===== src/rtl/regfile_sb.sv =====
// regfile_sb: multi-port integer register file with a pending-write scoreboard.
//
// It holds NREGS registers of XLEN bits. It has NRD combinational read ports and
// one write port. A per-register pending bit is set when a producer issues, and it
// is cleared by the matching writeback or by a flush.
//
// Ports:
//   clk, rst      - clock and synchronous active-high reset. Reset clears the data
//                   array and the pending bits.
//   RAddr_RF      - packed read addresses; port i is bits [i*AW +: AW].
//   RD_RF         - packed read data; port i is bits [i*XLEN +: XLEN].
//   Busy_RF       - per read port: the addressed register awaits writeback.
//   WrEn_RF, WAddr_RF, WD_RF - writeback port.
//   Issue_RF, IssueAddr_RF   - mark a destination register as pending.
//   IssueBusy_RF  - the issue destination is already pending (WAW hazard, advisory).
//   Flush_RF      - clear all pending bits; register data is kept.
module regfile_sb #(
    parameter int XLEN     = 32,
    parameter int NREGS    = 32,
    parameter int NRD      = 2,
    parameter int ZERO_REG = 1,
    parameter int BYPASS   = 1,
    localparam int AW      = $clog2(NREGS)
) (
    input  logic                 clk,
    input  logic                 rst,
    input  logic [NRD*AW-1:0]    RAddr_RF,
    output logic [NRD*XLEN-1:0]  RD_RF,
    output logic [NRD-1:0]       Busy_RF,
    input  logic                 WrEn_RF,
    input  logic [AW-1:0]        WAddr_RF,
    input  logic [XLEN-1:0]      WD_RF,
    input  logic                 Issue_RF,
    input  logic [AW-1:0]        IssueAddr_RF,
    output logic                 IssueBusy_RF,
    input  logic                 Flush_RF
);

    logic [XLEN-1:0]  mem_q [NREGS];
    logic [XLEN-1:0]  mem_d [NREGS];
    logic [NREGS-1:0] pend_q;
    logic [NREGS-1:0] pend_d;

    // Register 0 is hardwired to zero when ZERO_REG is set.
    function automatic logic is_zero(input logic [AW-1:0] a);
        return (ZERO_REG != 0) && (a == '0);
    endfunction

    // The write-port value is forwarded to any reader of the same address.
    function automatic logic is_fwd(input logic [AW-1:0] a, input logic we,
                                    input logic [AW-1:0] wa);
        return (BYPASS != 0) && we && (a == wa);
    endfunction

    // Next-state: the later scoreboard action wins (flush, then write-clear, then issue).
    always_comb begin
        mem_d  = mem_q;
        pend_d = pend_q;
        if (WrEn_RF && !is_zero(WAddr_RF)) begin
            mem_d[WAddr_RF] = WD_RF;
        end
        if (Flush_RF) begin
            pend_d = '0;
        end
        if (WrEn_RF) begin
            pend_d[WAddr_RF] = 1'b0;
        end
        if (Issue_RF && !is_zero(IssueAddr_RF)) begin
            pend_d[IssueAddr_RF] = 1'b1;
        end
        if (ZERO_REG != 0) begin
            pend_d[0] = 1'b0;
        end
    end

    always_ff @(posedge clk) begin
        if (rst) begin
            mem_q  <= '{default: '0};
            pend_q <= '0;
        end else begin
            mem_q  <= mem_d;
            pend_q <= pend_d;
        end
    end

    // Read ports. A forwarded value is never busy because the producer is writing it now.
    always_comb begin
        RD_RF   = '0;
        Busy_RF = '0;
        for (int i = 0; i < NRD; i++) begin
            if (is_zero(RAddr_RF[i*AW +: AW])) begin
                RD_RF[i*XLEN +: XLEN] = '0;
                Busy_RF[i]            = 1'b0;
            end else if (is_fwd(RAddr_RF[i*AW +: AW], WrEn_RF, WAddr_RF)) begin
                RD_RF[i*XLEN +: XLEN] = WD_RF;
                Busy_RF[i]            = 1'b0;
            end else begin
                RD_RF[i*XLEN +: XLEN] = mem_q[RAddr_RF[i*AW +: AW]];
                Busy_RF[i]            = pend_q[RAddr_RF[i*AW +: AW]];
            end
        end
    end

    always_comb begin
        IssueBusy_RF = pend_q[IssueAddr_RF]
                     && !is_zero(IssueAddr_RF)
                     && !is_fwd(IssueAddr_RF, WrEn_RF, WAddr_RF);
    end

endmodule


===== config.mk =====
export PLATFORM = sky130hd
export DESIGN_NAME = regfile_sb
export DESIGN_NICKNAME = d
export VERILOG_FILES = /design/src/rtl/regfile_sb.sv
export SDC_FILE = /design/constraint.sdc
export NUM_CORES = 2
export LEC_CHECK = 0
export CORE_ASPECT_RATIO = 0.9
export CORE_MARGIN = 4
export CORE_UTILIZATION = 40
export DETAILED_ROUTE_END_ITERATION = 8
export GPL_TIMING_DRIVEN = 0
export SYNTH_ARGS = -nofsm -noshare
export SYNTH_HDL_FRONTEND = slang
export SYNTH_SLANG_ARGS = --single-unit

===== constraint.sdc =====
create_clock -name clk -period 8.27 [get_ports clk]
set_input_delay 1.654 -clock clk [delete_from_list [all_inputs] [get_ports clk]]
set_output_delay 1.654 -clock clk [all_outputs]
set_load 0.005 [all_outputs]

==> reports/metrics.yaml <==
logic_synthesis:
  synth_cells: 6114
  synth_mux_area_frac: 0.234
  synth-async-reset-ratio: 0
  synth_top_family_by_area: "multiplexers"
  synth_compound_area_frac: 0.146
  synth.ff_latch_count: 1055
  ys_seq_area_frac: 0.393
  synth_fp_nets: 6171
  synth_xor_area_frac: 0.00228
  synth-simple-area-share: 0.173
  yosysWarnings: 0
  synth-edff-count: 0
  yosysUniqueCellTypes: 55
  syn_area_mm2: 0.0538
  synth.avg_cell_area_um2: 8.79
  synthAdderAreaFrac: 0
  ys.flop_type: "dfxtp_1"
finish:
  finish.net_count: 6367
  area.growth.synth_to_final_pct: 13.3
  fill_cells: 13100
  layout_common_cells: "nand2_1, dfxtp_1, a21oi_1"
  drive_above_1_share: 0.139
  final_common_cell: "nand2_1"
  design_area_mm2: 0.0609
  fin_util: 0.457
pwr:
  peakVddDrop_mv: 0.200
  power_leakage_nw: 19.5
  finalPower_mw: 12.4
  powerDensity_mw_per_mm2: 203
timing:
  rsz0062_at_grt: "no"
  fin_skew_ns: 0
  whs_ns: 0.464
  setup-violations-final: 4
  hold_viol: 0
  slew_viol_final: 76
  fin_crit_ns: 8.59
  period_share: 1.04
  maxSlewHeadroom: -0.0949
  worst_pin_slew_ns: 1.64
  setup_ws_ns: -0.316
  fmax_mhz: 116
clock_network:
  cts_buffers: 116
  clock_latency_ns: 0.80
  clockBufferDepth: 3
  cts_root_buffer: "clkbuf_16"
  cts_resized: 0
  postCtsSetupBuffers: 0
  cts_tree: "yes"
  cts.sinks: 1055
  ctsHoldBuffers: 0
  path_clk_slew_ns: 0.06
  h-tree-depth: 3
setup_path:
  reg2reg_depth: 2
  arrival_ns: 6.93
  r2r_setup_slack_ns: 7.44
  start_kind: "input pin"
  crit_fanout: 10
  r2r_end: "mem_q[435]"
  crit_type: "in -> out"
  r2r-start: "mem_q[435]"
  critPathCaptureType: "primary output"
  crit_required_ns: 6.62
place:
  gp_congestion: 1.09
  portBuffers: 76
  hpwl_um: 246000
  dpl_cell_area_mm2: 0.0568
min_path:
  min_to: "mem_q[675]"
  hold_depth: 2
  min_path_type: "reg -> reg"
  hold_start: "mem_q[675]"
floorplanning:
  chipWidth_um: 394
  die_y_um: 356
  initial_core_util: 0.403
  ios: 124
  design.die.area_mm2: 0.140
  coreArea_mm2: 0.133
  num_rows: 127
drt:
  drc: 0
  vias: 55500
  vias_per_cell: 6.79
  first_iter_violations: 10900
  routed_wl_um: 332000
  post_drt_wl_per_cell_um: 40.6
  antenna_left: 0
  drt_pass1_iterations: 9
grt:
  grt_pass1_vias: 48900
  track_usage: 0.457
  globalRouteOverflowTotal: 0
  grt_pass1_wl_um: 435000
  grt_max_degree: 17
  antenna_found_initial: 25
outcome:
  status: "finished with violations"
  violations: "max-capacitance violations, max-slew violations, negative setup slack"
run:
  drv_cap: 8
-- worst max path at each step --
| stage | slack [ns] | to | cells past startpoint | start |
|---|---|---|---|---|
| finish | -0.32 | RD_RF[43] | 10 | RAddr_RF[7] |
| global route | 0.11 | RD_RF[43] | 10 | RAddr_RF[7] |
| CTS | 0.12 | RD_RF[2] | 8 | RAddr_RF[3] |
| detailed placement | 0.15 | RD_RF[2] | 8 | RAddr_RF[3] |
| global placement | -0.23 | RD_RF[7] | 9 | RAddr_RF[1] |
| floorplan | 3.24 | RD_RF[62] | 9 | RAddr_RF[6] |
-- where the power goes --
| part | internal [mW] | switching (mW) |
|---|---|---|
| combinational | 0.335 | 1.13 |
| clock | 3.32 | 2.44 |
| sequential | 5.12 | 0.0312 |
| total | 8.77 | 3.60 |
-- sequential cells by signal (all words and copies together) (netlist names) --
signal and flops:
pend_q 31, mem_q 1024
-- cells in the mapped netlist, types with 6 or more instances --
master	instances	area (µm²)
dfxtp_1	1055	21100
nand2_1	2079	7800
buf_4	19	143
nor3_1	16	80.1
a32o_1	13	130
nor2b_1	38	238
nor2_1	123	462
o21ai_0	33	165
o22ai_1	64	400
nor4_1	10	62.6
o211ai_1	34	255
a221oi_1	6	52.6
mux2_2	10	113
a211oi_1	13	97.6
and3b_1	6	52.6
mux4_2	502	11300
a22oi_1	129	968
or3_1	6	37.5
nor3b_1	10	75.1
buf_2	111	556
xor2_1	11	96.3
buf_1	20	75.1
clkbuf_1	482	1810
a22o_1	25	219
a32oi_1	31	272
mux2i_1	118	1180
a21oi_1	1025	5130
nand3_1	39	195
buf_6	12	135
clkbuf_2	11	55.1
-- metal layers --
layer,GRT usage,part of all wire,vias to the layer above
met5,0.0130,0.0011,-
met2,0.631,0.40,5114
met1,0.578,0.36,27200
li1,-,-,21900
met3,0.210,0.16,1158
met4,0.277,0.078,24
-- layout make-up --
cell class              count  area (µm²)  area share
multi-input cells        4398       29900       0.490
flip-flops and latches   1055       21100       0.347
clock buffers             175        3460      0.0567
plain buffers             655        2800      0.0459
well taps                1741        2180      0.0358
repair buffers             78         796      0.0131
clock inverters            42         638      0.0105
diodes                     23        57.6    0.000945
inverters                   6        22.5    0.000370
-- logic make-up (layout without fill, tap and decap cells) --
family / Yosys count / in the layout
compound gates: 1389 / 1389
simple gates: 2365 / 2365
other cells: 0 / 23
xor+xnor: 14 / 14
flops: 1055 / 1055
buf+inv: 661 / 956
mux: 630 / 630
-- through the flow --
stage | instances | TNS, ns | setup slack, ns
after floorplan | 6114 | 0 | 3.24
after global placement | 7931 | -0.363 | -0.230
after detailed placement | 7933 | 0 | 0.147
after CTS | 8150 | 0 | 0.125
after global routing | 8151 | 0 | 0.109
final | 8173 | -0.947 | -0.316
-- worst max-delay path: stages --
cell and delay, ns:
clkdlybuf4s50_1 0.77, buf_2 0.39, and3b_1 0.51, clkbuf_1 1.02, a22oi_1 0.55, o211ai_1 0.37, o21ai_0 0.16, o22ai_1 0.82
nor2_1 0.10, clkdlybuf4s50_1 0.56
(Power assumes the default switching activity.)
